==> src/rtl/instr_pkg.sv <==
`default_nettype none
// ============================================================================
//  Module      : instr_pkg
//  Description : Shared opcode, mnemonic-index and field-position constants
//                for the 8-bit Harvard core's instruction encoding.
//  Revision    : 1.0 - initial release
// ============================================================================
package instr_pkg;

   // Opcodes in bits [15:10]; these must match the core's control decoder
   localparam logic [5:0] c_op_mvi      = 6'b100000;
   localparam logic [5:0] c_op_mov      = 6'b100001;
   localparam logic [5:0] c_op_load     = 6'b100010;
   localparam logic [5:0] c_op_store    = 6'b100011;
   localparam logic [5:0] c_op_alu_base = 6'b010000;
   localparam logic [5:0] c_op_hlt      = 6'b111111;

   // Assembler mnemonic indices
   localparam logic [4:0] c_mn_mvi   = 5'd0;
   localparam logic [4:0] c_mn_mov   = 5'd1;
   localparam logic [4:0] c_mn_load  = 5'd2;
   localparam logic [4:0] c_mn_store = 5'd3;
   localparam logic [4:0] c_mn_add   = 5'd4;   // first ALU mnemonic
   localparam logic [4:0] c_mn_not   = 5'd11;  // unary ALU op, rt forced to 0
   localparam logic [4:0] c_mn_eq    = 5'd19;  // last ALU mnemonic
   localparam logic [4:0] c_mn_hlt   = 5'd20;

   // Field bit positions (LSB of each field)
   localparam int c_op_lsb  = 10;  // opcode, 6 bits
   localparam int c_f1_lsb  = 8;   // rd (or rs for store), 2 bits
   localparam int c_f2_lsb  = 6;   // rs, 2 bits
   localparam int c_f3_lsb  = 4;   // rt, 2 bits
   localparam int c_imm_lsb = 0;   // immediate / data address, 8 bits

   // Result of encoding one request
   typedef struct packed {
      logic        valid;
      logic        is_hlt;
      logic [15:0] word;
   } pack_t;

   // Encoder control states
   typedef enum logic [1:0] {
      ST_IDLE  = 2'd0,
      ST_WRITE = 2'd1,
      ST_STOP  = 2'd2
   } state_t;

endpackage
`default_nettype wire

==> src/rtl/instr_encoder_if.sv <==
`default_nettype none
// ============================================================================
//  Module      : instr_encoder_if
//  Description : Request handshake plus instruction-memory write port for
//                the program-loading encoder.
//  Revision    : 1.0 - initial release
// ============================================================================
interface instr_encoder_if #(
   parameter int AW = 8,
   parameter int IW = 16
);
   logic          req_valid;
   logic          req_ready;
   logic [4:0]    req_mnem;
   logic [1:0]    req_rd;
   logic [1:0]    req_rs;
   logic [1:0]    req_rt;
   logic [7:0]    req_imm;
   logic          imem_we;
   logic [AW-1:0] imem_addr;
   logic [IW-1:0] imem_wdata;

   // Host / loader side
   modport master (
      output req_valid, req_mnem, req_rd, req_rs, req_rt, req_imm,
      input  req_ready, imem_we, imem_addr, imem_wdata
   );

   // Encoder side
   modport slave (
      input  req_valid, req_mnem, req_rd, req_rs, req_rt, req_imm,
      output req_ready, imem_we, imem_addr, imem_wdata
   );
endinterface
`default_nettype wire

==> src/rtl/instr_field_pack.sv <==
`default_nettype none
// ============================================================================
//  Module      : instr_field_pack
//  Description : Combinational mnemonic/operand to 16-bit instruction word
//                packer; flags invalid mnemonics and hlt.
//  Revision    : 1.0 - initial release
// ============================================================================
module instr_field_pack
   import instr_pkg::*;
(
   input  wire [4:0] i_mnem,
   input  wire [1:0] i_rd,
   input  wire [1:0] i_rs,
   input  wire [1:0] i_rt,
   input  wire [7:0] i_imm,
   output pack_t     o_pack
);

   logic [4:0] w_alu_off;
   logic       w_is_alu;

   assign w_alu_off = i_mnem - c_mn_add;
   assign w_is_alu  = (i_mnem >= c_mn_add) && (i_mnem <= c_mn_eq);

   // Select opcode and place operand fields by instruction class
   always_comb begin
      o_pack = '0;
      case (i_mnem)
         c_mn_mvi, c_mn_load: begin
            o_pack.valid                  = 1'b1;
            o_pack.word[c_op_lsb +: 6]    = (i_mnem == c_mn_mvi) ? c_op_mvi : c_op_load;
            o_pack.word[c_f1_lsb +: 2]    = i_rd;
            o_pack.word[c_imm_lsb +: 8]   = i_imm;
         end
         c_mn_store: begin
            o_pack.valid                  = 1'b1;
            o_pack.word[c_op_lsb +: 6]    = c_op_store;
            o_pack.word[c_f1_lsb +: 2]    = i_rs;
            o_pack.word[c_imm_lsb +: 8]   = i_imm;
         end
         c_mn_mov: begin
            o_pack.valid                  = 1'b1;
            o_pack.word[c_op_lsb +: 6]    = c_op_mov;
            o_pack.word[c_f1_lsb +: 2]    = i_rd;
            o_pack.word[c_f2_lsb +: 2]    = i_rs;
         end
         c_mn_hlt: begin
            o_pack.valid                  = 1'b1;
            o_pack.is_hlt                 = 1'b1;
            o_pack.word[c_op_lsb +: 6]    = c_op_hlt;
         end
         default: begin
            if (w_is_alu) begin
               o_pack.valid               = 1'b1;
               o_pack.word[c_op_lsb +: 6] = c_op_alu_base + {1'b0, w_alu_off};
               o_pack.word[c_f1_lsb +: 2] = i_rd;
               o_pack.word[c_f2_lsb +: 2] = i_rs;
               o_pack.word[c_f3_lsb +: 2] = (i_mnem == c_mn_not) ? 2'b00 : i_rt;
            end
         end
      endcase
   end

endmodule
`default_nettype wire

==> src/rtl/instr_encoder.sv <==
`default_nettype none
// ============================================================================
//  Module      : instr_encoder
//  Description : Accepts assembler-level requests, encodes them and writes
//                the words sequentially into instruction memory from 0.
//                Stops on hlt or a full memory; flags invalid mnemonics.
//  Revision    : 1.0 - initial release
// ============================================================================
module instr_encoder
   import instr_pkg::*;
#(
   parameter int AW = 8,
   parameter int IW = 16
)(
   input  wire             clk,
   input  wire             rst_n,
   input  wire             clear,
   instr_encoder_if.slave  bus,
   output logic [AW:0]     instr_count,
   output logic            done,
   output logic            full,
   output logic            err
);

   state_t        r_state;
   state_t        w_next;
   logic [AW-1:0] r_addr;
   logic [IW-1:0] r_word;
   logic          r_hlt;
   logic [AW:0]   r_count;
   logic          r_done;
   logic          r_full;
   logic          r_err;
   logic          r_ready;
   pack_t         w_pack;
   logic          w_accept;
   logic          w_last;

   instr_field_pack u_pack (
      .i_mnem (bus.req_mnem),
      .i_rd   (bus.req_rd),
      .i_rs   (bus.req_rs),
      .i_rt   (bus.req_rt),
      .i_imm  (bus.req_imm),
      .o_pack (w_pack)
   );

   // A request is taken only in IDLE, and never on a restart cycle
   assign w_accept = (r_state == ST_IDLE) && bus.req_valid && !clear;
   assign w_last   = (r_addr == {AW{1'b1}});

   // Next-state selection; clear overrides everything
   always_comb begin
      w_next = r_state;
      case (r_state)
         ST_IDLE:  if (w_accept && w_pack.valid) w_next = ST_WRITE;
         ST_WRITE: w_next = (r_hlt || w_last) ? ST_STOP : ST_IDLE;
         ST_STOP:  w_next = ST_STOP;
         default:  w_next = ST_IDLE;
      endcase
      if (clear) w_next = ST_IDLE;
   end

   // State register; ready is registered so it stays low throughout reset
   always_ff @(posedge clk or negedge rst_n) begin
      if (!rst_n) begin
         r_state <= ST_IDLE;
         r_ready <= 1'b0;
      end else begin
         r_state <= w_next;
         r_ready <= (w_next == ST_IDLE);
      end
   end

   // Captured word, write address, count and sticky flags
   always_ff @(posedge clk or negedge rst_n) begin
      if (!rst_n) begin
         r_word  <= '0;
         r_hlt   <= 1'b0;
         r_addr  <= '0;
         r_count <= '0;
         r_done  <= 1'b0;
         r_full  <= 1'b0;
         r_err   <= 1'b0;
      end else if (clear) begin
         r_addr  <= '0;
         r_count <= '0;
         r_done  <= 1'b0;
         r_full  <= 1'b0;
         r_err   <= 1'b0;
      end else begin
         if (w_accept) begin
            if (w_pack.valid) begin
               r_word <= w_pack.word;
               r_hlt  <= w_pack.is_hlt;
            end else begin
               r_err  <= 1'b1;
            end
         end
         if (r_state == ST_WRITE) begin
            r_addr  <= r_addr + AW'(1);
            r_count <= r_count + (AW+1)'(1);
            if (r_hlt)  r_done <= 1'b1;
            if (w_last) r_full <= 1'b1;
         end
      end
   end

   // Strobe decoded straight from state so an async reset drops it at once
   assign bus.imem_we    = (r_state == ST_WRITE);
   assign bus.imem_addr  = r_addr;
   assign bus.imem_wdata = r_word;
   assign bus.req_ready  = r_ready;
   assign instr_count    = r_count;
   assign done           = r_done;
   assign full           = r_full;
   assign err            = r_err;

endmodule
`default_nettype wire

==> src/flat_wrapper.sv <==
// flat-port wrapper written by rule: the top's interface ports become plain ports
module instr_encoder_flat import instr_pkg::*;
#(
   parameter int AW = 8,
   parameter int IW = 16
)
  (clk, rst_n, clear, instr_count, done, full, err, bus_req_valid, bus_req_mnem, bus_req_rd, bus_req_rs, bus_req_rt, bus_req_imm, bus_req_ready, bus_imem_we, bus_imem_addr, bus_imem_wdata);
  instr_encoder_if #(.AW(AW), .IW(IW)) bus_i ();
  input  wire clk;
  input  wire rst_n;
  input  wire clear;
  output logic [AW:0] instr_count;
  output logic done;
  output logic full;
  output logic err;
  input wire logic [$bits(bus_i.req_valid)-1:0] bus_req_valid;
  input wire logic [$bits(bus_i.req_mnem)-1:0] bus_req_mnem;
  input wire logic [$bits(bus_i.req_rd)-1:0] bus_req_rd;
  input wire logic [$bits(bus_i.req_rs)-1:0] bus_req_rs;
  input wire logic [$bits(bus_i.req_rt)-1:0] bus_req_rt;
  input wire logic [$bits(bus_i.req_imm)-1:0] bus_req_imm;
  output wire logic [$bits(bus_i.req_ready)-1:0] bus_req_ready;
  output wire logic [$bits(bus_i.imem_we)-1:0] bus_imem_we;
  output wire logic [$bits(bus_i.imem_addr)-1:0] bus_imem_addr;
  output wire logic [$bits(bus_i.imem_wdata)-1:0] bus_imem_wdata;
  assign bus_i.req_valid = bus_req_valid;
  assign bus_i.req_mnem = bus_req_mnem;
  assign bus_i.req_rd = bus_req_rd;
  assign bus_i.req_rs = bus_req_rs;
  assign bus_i.req_rt = bus_req_rt;
  assign bus_i.req_imm = bus_req_imm;
  assign bus_req_ready = bus_i.req_ready;
  assign bus_imem_we = bus_i.imem_we;
  assign bus_imem_addr = bus_i.imem_addr;
  assign bus_imem_wdata = bus_i.imem_wdata;
  instr_encoder #(.AW(AW), .IW(IW)) u_core (.clk(clk), .rst_n(rst_n), .clear(clear), .bus(bus_i), .instr_count(instr_count), .done(done), .full(full), .err(err));
endmodule
==> config.mk <==
export PLATFORM = sky130hd
export DESIGN_NAME = instr_encoder_flat
export DESIGN_NICKNAME = d
export VERILOG_FILES = /design/src/rtl/instr_pkg.sv /design/src/rtl/instr_encoder_if.sv /design/src/rtl/instr_field_pack.sv /design/src/rtl/instr_encoder.sv /design/src/flat_wrapper.sv
export SDC_FILE = /design/constraint.sdc
export NUM_CORES = 1
export LEC_CHECK = 0
export ABC_CLOCK_PERIOD_IN_PS = 2600
export CAP_MARGIN = 15
export CELL_PAD_IN_SITES_DETAIL_PLACEMENT = 0
export CELL_PAD_IN_SITES_GLOBAL_PLACEMENT = 1
export CORE_ASPECT_RATIO = 0.5
export CORE_MARGIN = 2
export CORE_UTILIZATION = 53
export CTS_BUF_LIST = sky130_fd_sc_hd__clkbuf_8
export CTS_CLUSTER_SIZE = 12
export DETAILED_ROUTE_END_ITERATION = 16
export DONT_BUFFER_PORTS = 1
export PLACE_DENSITY_LB_ADDON = 0.2
export RECOVER_POWER = 50
export SYNTH_ARGS = -nofsm -noshare
export SYNTH_HDL_FRONTEND = slang
export SYNTH_SLANG_ARGS = --single-unit
==> constraint.sdc <==
create_clock -name clk -period 2.6 [get_ports clk]
set_input_delay 0.39 -clock clk [delete_from_list [all_inputs] [get_ports clk]]
set_output_delay 0.39 -clock clk [all_outputs]
set_load 0.01 [all_outputs]
* Yosys cells after proc, flatten, opt, wreduce, memory -nomap -nowiden
Index checks and enable logic that the tools add are counted.
Storage, ports and cells: register bits 40, input port bits 23, output and inout bits 38, logic and storage cells 73
Cells by class: add/sub/neg operators 4, magnitude comparators 2, equality and inequality tests 9, mux-type cells 27, bitwise logic cells 1, reduce and logical (&&, ||, !) cells 21
Operators with widths (count):
- one-hot mux 6 bit (4 select lines) | 1
- 2-to-1 mux 9 bit | 2
- 2-to-1 mux 8 bit | 2
- one-hot mux 4 bit (4 select lines) | 1
- 2-to-1 mux 1 bit | 12
- 2-to-1 mux 12 bit | 1
- equality test 5 x 2 -> 1 bit, second input constant | 2
- 2-to-1 mux 2 bit | 5
- adder 9 x 1 -> 9 bit, second input constant | 1
- adder 8 x 1 -> 8 bit, second input constant | 1
- equality test 8 bit, second input constant | 1
- nonzero test 2 bit | 4
- adder 5 x 5 -> 6 bit, first input constant | 1
- one-hot mux 2 bit (3 select lines) | 1
- AND reduction 2 bit | 3
- equality test 5 x 1 -> 1 bit, second input constant | 1
- equality test 5 x 4 -> 1 bit, second input constant | 1
- equality test 5 bit, second input constant | 1
- greater-or-equal comparator 5 x 3 -> 1 bit, second input constant | 1
- <= comparator 5 bit, second input constant | 1
- zero test 5 bit | 1
- OR reduction 5 bit | 1
- subtractor 5 x 3 -> 5 bit, second input constant | 1
- logical AND 1 bit | 4
- 12 further kinds | 14

* Depth between registers and ports, before layout
word-level depth 9, gate-level depth with buffers 9, gate-level depth less buffers 8

* Cells and area by module
A second synthesis with hierarchy kept.
Second synthesis, totals: cell total of the unflattened synthesis 204, area total of the unflattened synthesis 2242.2 um^2
Modules (own cells, without submodules):
- instr_encoder | instances 1, cells each 146, area an instance 1809.2 um^2, sequential area each 1001.0 um^2
- instr_field_pack | instances 1, cells each 58, area an instance 432.9 um^2, sequential area each 0.0 um^2

* Least setup slack after synthesis
No wires, ideal clock.
kind input-to-reg, start in bus_req_mnem[2], end reg u_core.r_word[15] (netlist: u_core.bus.imem_wdata[15]), setup time 146 ps, arrival 1676 ps, required time 2454 ps, slack 778 ps, stages 9, path buffers 1, cell sequence inv_1 -> ha_1 -> or2_1 -> o221a_1 -> o21ai_2 -> buf_6 -> inv_2 -> nor2_1 -> a31oi_1
Between the ends: word-level cells in the longest chain between the ends 5, elaborated cells between the ends (all ways) 17, those cells by class 2 x add/sub; 2 x order compare; 4 x eq/ne; 4 x mux; 5 x reduce/logical
Ends and longest elaborated chain:
- start: declaration | RTL line flat_wrapper.sv:17 | input wire logic [$bits(bus_i.req_mnem)-1:0] bus_req_mnem;
- parallel branches: the longest is 5 deep, another holds adder 5 x 5 -> 6 bit
- end signal: assignment | RTL line instr_encoder.sv:94 | r_word <= w_pack.word;
- end: declaration | RTL line instr_encoder.sv:28 | logic [IW-1:0] r_word;
Several ways; the timed one is not identified. A chain may end at the register's enable or synchronous reset.

* Worst setup path after layout
start in bus_req_mnem[2], end reg u_core.r_word[2] (netlist: u_core.bus.imem_wdata[2])
Between the ends: word-level cells in the longest chain between the ends 5, elaborated cells between the ends (all ways) 14, those cells by class 2 x order compare; 4 x eq/ne; 3 x mux; 5 x reduce/logical
Ends and longest elaborated chain:
- greater-or-equal comparator 5 x 3 -> 1 bit or <= comparator 5 bit (tied branches) | RTL line instr_field_pack.sv:23 | assign w_is_alu = (i_mnem >= c_mn_add) && (i_mnem <= c_mn_eq);
- logical AND 1 bit | RTL line instr_field_pack.sv:23
- 2-to-1 mux 1 bit | RTL line instr_field_pack.sv:53 | if (w_is_alu) begin
- 2-to-1 mux 1 bit | RTL line instr_field_pack.sv:28 | case (i_mnem)
- AND reduction 3 bit (no line)
Parallel ways exist; a longest one is shown, timed or not.

==> out/qor.csv <==
stage,metric,value,unit
drt,vias,1497,
sta,finalMaxSlewViolations,0,
clock_network,clkTransAtPathRegs,0.08,ns
place,placed_cell_area,2050,sq um
pwr,power_density,606,nW/um^2
logic_synthesis,synth-xor-area-share,5.57,%
drt,ant_nets,0,
drt,dr.pass1.iters,4,
floorplanning,boundaryPins,61,
cells_and_area,drive_gt1_share,10.8,%
logic_synthesis,synth_top_family_by_area,simple AND/OR/NAND/NOR gates,
worst_setup_path,r2r_slack,0.87,ns
logic_synthesis,synthArstFlopShare,100,%
place,gp_congestion,0.920,
worst_setup_path,path_buf_inv,2,
worst_setup_path,cp.arrival,2.03,ns
drt,first_iter_violations,45,
pwr,p_switching,0.362,mW
grt,grt_max_degree,41,
min_path,min_path_type,in -> reg,
place,hpwl,3020,um
logic_synthesis,synth_mux_area_share,2.45,%
worst_setup_path,r2r_end,u_core.instr_count[7],
min_path,hold_depth,1,
clock_network,clk_latency,0.29,ns
worst_setup_path,path_max_fanout,24,
logic_synthesis,avgSynthCellArea,9.74,sq um
sta,finClkSkew,0.00400,ns
clock_network,root_buffer,clkbuf_8,
drt,viasPerCell,5.67,
logic_synthesis,synthFlopType,dfrtp_1,
cells_and_area,design_area,2160,sq um
sta,worstMarginPinSlew,0.970,ns
pwr,pwr-share-clk,32.0,%
min_path,min_from,clear,
clock_network,cts_buffers,5,
logic_synthesis,yosysTopAreaCellShare,48.9,%
logic_synthesis,syn_inst,210,
cells_and_area,regArea,1000,sq um
cells_and_area,nNetsFinal,241,
cells_and_area,area_delta_synth_final,5.69,%
grt,groute.usage.overall,20.2,%
logic_synthesis,synthSimpleGateAreaFrac,19.8,%
worst_setup_path,endpoint_kind,flop,
logic_synthesis,synth.cell_area,2050,sq um
floorplanning,die_y,47.9,um
clock_network,cts_num_sinks,40,
pwr,p_comb_share,11.4,%
logic_synthesis,yosysTopAreaCell,dfrtp_1,
sta,fin_setup_tns,0,ns
sta,max_freq,534,MHz
floorplanning,rows,15,
grt,antenna_found_initial,0,
job,drv_cap,0,
grt,grt_pass1_vias,1409,
logic_synthesis,synth-compound-area-share,15.0,%
sta,finalCritPeriodShare,72.0,%
drt,wl_per_cell,15.4,um
logic_synthesis,synth_adder_area_share,3.67,%
place,numPortBuffers,0,
logic_synthesis,synth-edff-count,0,
cells_and_area,num_antenna_cells,0,
worst_setup_path,crit_type,in -> reg,
outcome,status,"complete, no violations",
sta,relSlewSlack,35.3,%
pwr,p_leak,0.977,nW
logic_synthesis,yosys_warnings,0,
worst_setup_path,cp_cell_sequence,inv_1 -> ha_1 -> or2_1 -> o221a_1 -> o21ai_2 -> buf_4 -> o21ai_0,
grt,grt_pass1_wl,6670,um
logic_synthesis,ys_types,37,
drt,wirelength,4070,um
drt,drc,0,
worst_setup_path,crit_required,2.75,ns
sta,rsz0062_at_grt,false,
min_path,whs_endpoint,u_core.instr_count[0],
clock_network,cts_buffer_depth,2,
logic_synthesis,ys_seq_area_share,48.9,%
worst_setup_path,ff2ff_path_depth,4,
logic_synthesis,ys_top_cells_by_area,"dfrtp_1 49%, nor2_1 5.5%, nand2_1 5.1%",
logic_synthesis,synth_seq_cells,40,
cells_and_area,multi_input_area,952,sq um
clock_network,cts_tree,yes,
cells_and_area,fillCellCount,306,
floorplanning,dieArea,4400,sq um
floorplanning,dieWidth,91.9,um
sta,min_period,1.87,ns
clock_network,cts.htree.levels,2,
logic_synthesis,yosysMostFrequentCell,dfrtp_1,
clock_network,holdBufCountCts,2,
clock_network,cts_setup_buffers,0,
sta,setup_viol,0,
pwr,switching_share,27.7,%
pwr,p_int,0.947,mW
grt,overflow,0,
pwr,power.total,1.31,mW
worst_setup_path,critPathSlowestCell,buf_4,
pwr,max-vdd-ir-drop,0.000223,V
worst_setup_path,critPathMaxStageDelay,0.34,ns
clock_network,post_cts_resized,0,
worst_setup_path,cp_top_family,compound AO/OA/AOI/OAI gates,
floorplanning,start_util,57.4,%
sta,hold_violations,0,
pwr,pwr-share-seq,56.6,%
logic_synthesis,synthTopCellsByCount,"40 x dfrtp_1, 30 x nor2_1, 28 x nand2_1, 15 x a21oi_1",
floorplanning,core_area,3570,sq um
worst_setup_path,r2r_start,u_core.r_state[1],
logic_synthesis,synth.net_count,239,
worst_setup_path,worstSetupStartpointType,primary input,
## placed cells by master, fill, tap and decap left out, types with 2 or more instances in the layout
cell type	n
a21oi_1	15
a221oi_1	2
a22o_1	2
and3_1	3
buf_4	2
clkbuf_8	6
clkinv_2	2
dfrtp_1	40
ha_1	6
inv_1	5
mux2i_1	5
nand2_1	28
nand2b_1	2
nand3_1	2
nand4_1	9
nor2_1	30
nor2b_1	3
o21ai_0	7
o21ai_2	10
o2bb2ai_1	2
or2_1	2
or3_1	3
xnor2_1	3
xor2_1	10
## cell families (layout without fill, tap and decap cells)
logic type / count (synthesis) / in the layout
muxes: 5 / 5
xor gates and xnor gates: 13 / 13
and+or+nand+nor: 86 / 86
adders and majority gates: 6 / 6
DFF: 40 / 40
AOI/OAI and AO/OA: 45 / 45
buffers and inverters: 15 / 18
## routing by layer
| metal | wire [um] | vias up | share of wire, % | track usage (%) |
|---|---|---|---|---|
| met5 | 0 | - | 0 | 0 |
| met2 | 1810 | 53 | 44 | 32.4 |
| met1 | 1860 | 706 | 46 | 24.8 |
| li1 | - | 733 | - | - |
| met4 | 48 | 0 | 1.2 | 8.06 |
| met3 | 351 | 5 | 8.6 | 9.13 |
## flip-flops by register name (all words and copies together) (netlist names)
name / count
u_core.r_state: 2
u_core.r_hlt: 1
u_core.done: 1
u_core.bus.imem_wdata: 16
u_core.instr_count: 9
u_core.err: 1
u_core.bus.imem_addr: 8
u_core.full: 1
u_core.bus.req_ready: 1
## per-stage QoR
stage | setup slack [ns] | hold WS, ns | util, % | std cells
floorplan | 0.778 | 0.0944 | - | 210
global placement | 0.528 | 0.0952 | 57.6 | 254
detailed placement | 0.433 | 0.0952 | 57.6 | 254
CTS | 0.742 | 0.145 | 61.1 | 264
global route | 0.621 | 0.144 | 60.6 | 264
finish | 0.727 | 0.157 | 60.6 | 264
## cell type report
class	count	share of cell area, %
clock buffer	6	3.82
sequential	40	46.3
tap	51	2.95
clock inverter	2	0.463
inverter	6	1.04
timing repair buffer	4	1.39
multi-input combinational	155	44.0
## how the worst max path moves through the flow
stage | start | end | depth (start not counted)
6_report | bus_req_mnem[2] | u_core.bus.imem_wdata[2] | 7
5_1_grt | bus_req_mnem[2] | u_core.bus.imem_wdata[1] | 7
4_1_cts | bus_req_mnem[2] | u_core.bus.imem_wdata[2] | 7
3_5_place_dp | bus_req_mnem[2] | u_core.bus.imem_wdata[2] | 7
3_3_place_gp | bus_req_mnem[2] | u_core.bus.imem_wdata[2] | 7
2_1_floorplan | bus_req_mnem[2] | u_core.bus.imem_wdata[15] | 9
## power by group through the flow
stage / clock [mW] / sequential (mW) / combinational (mW)
after global placement: 0 / 0.756 / 0.132
final: 0.419 / 0.741 / 0.149
after detailed placement: 0 / 0.757 / 0.137
after CTS: 0.432 / 0.744 / 0.154
after global routing: 0.456 / 0.750 / 0.173
after floorplan: 0 / 0.741 / 0.130
Note: power is estimated with default switching activity, not from simulation.
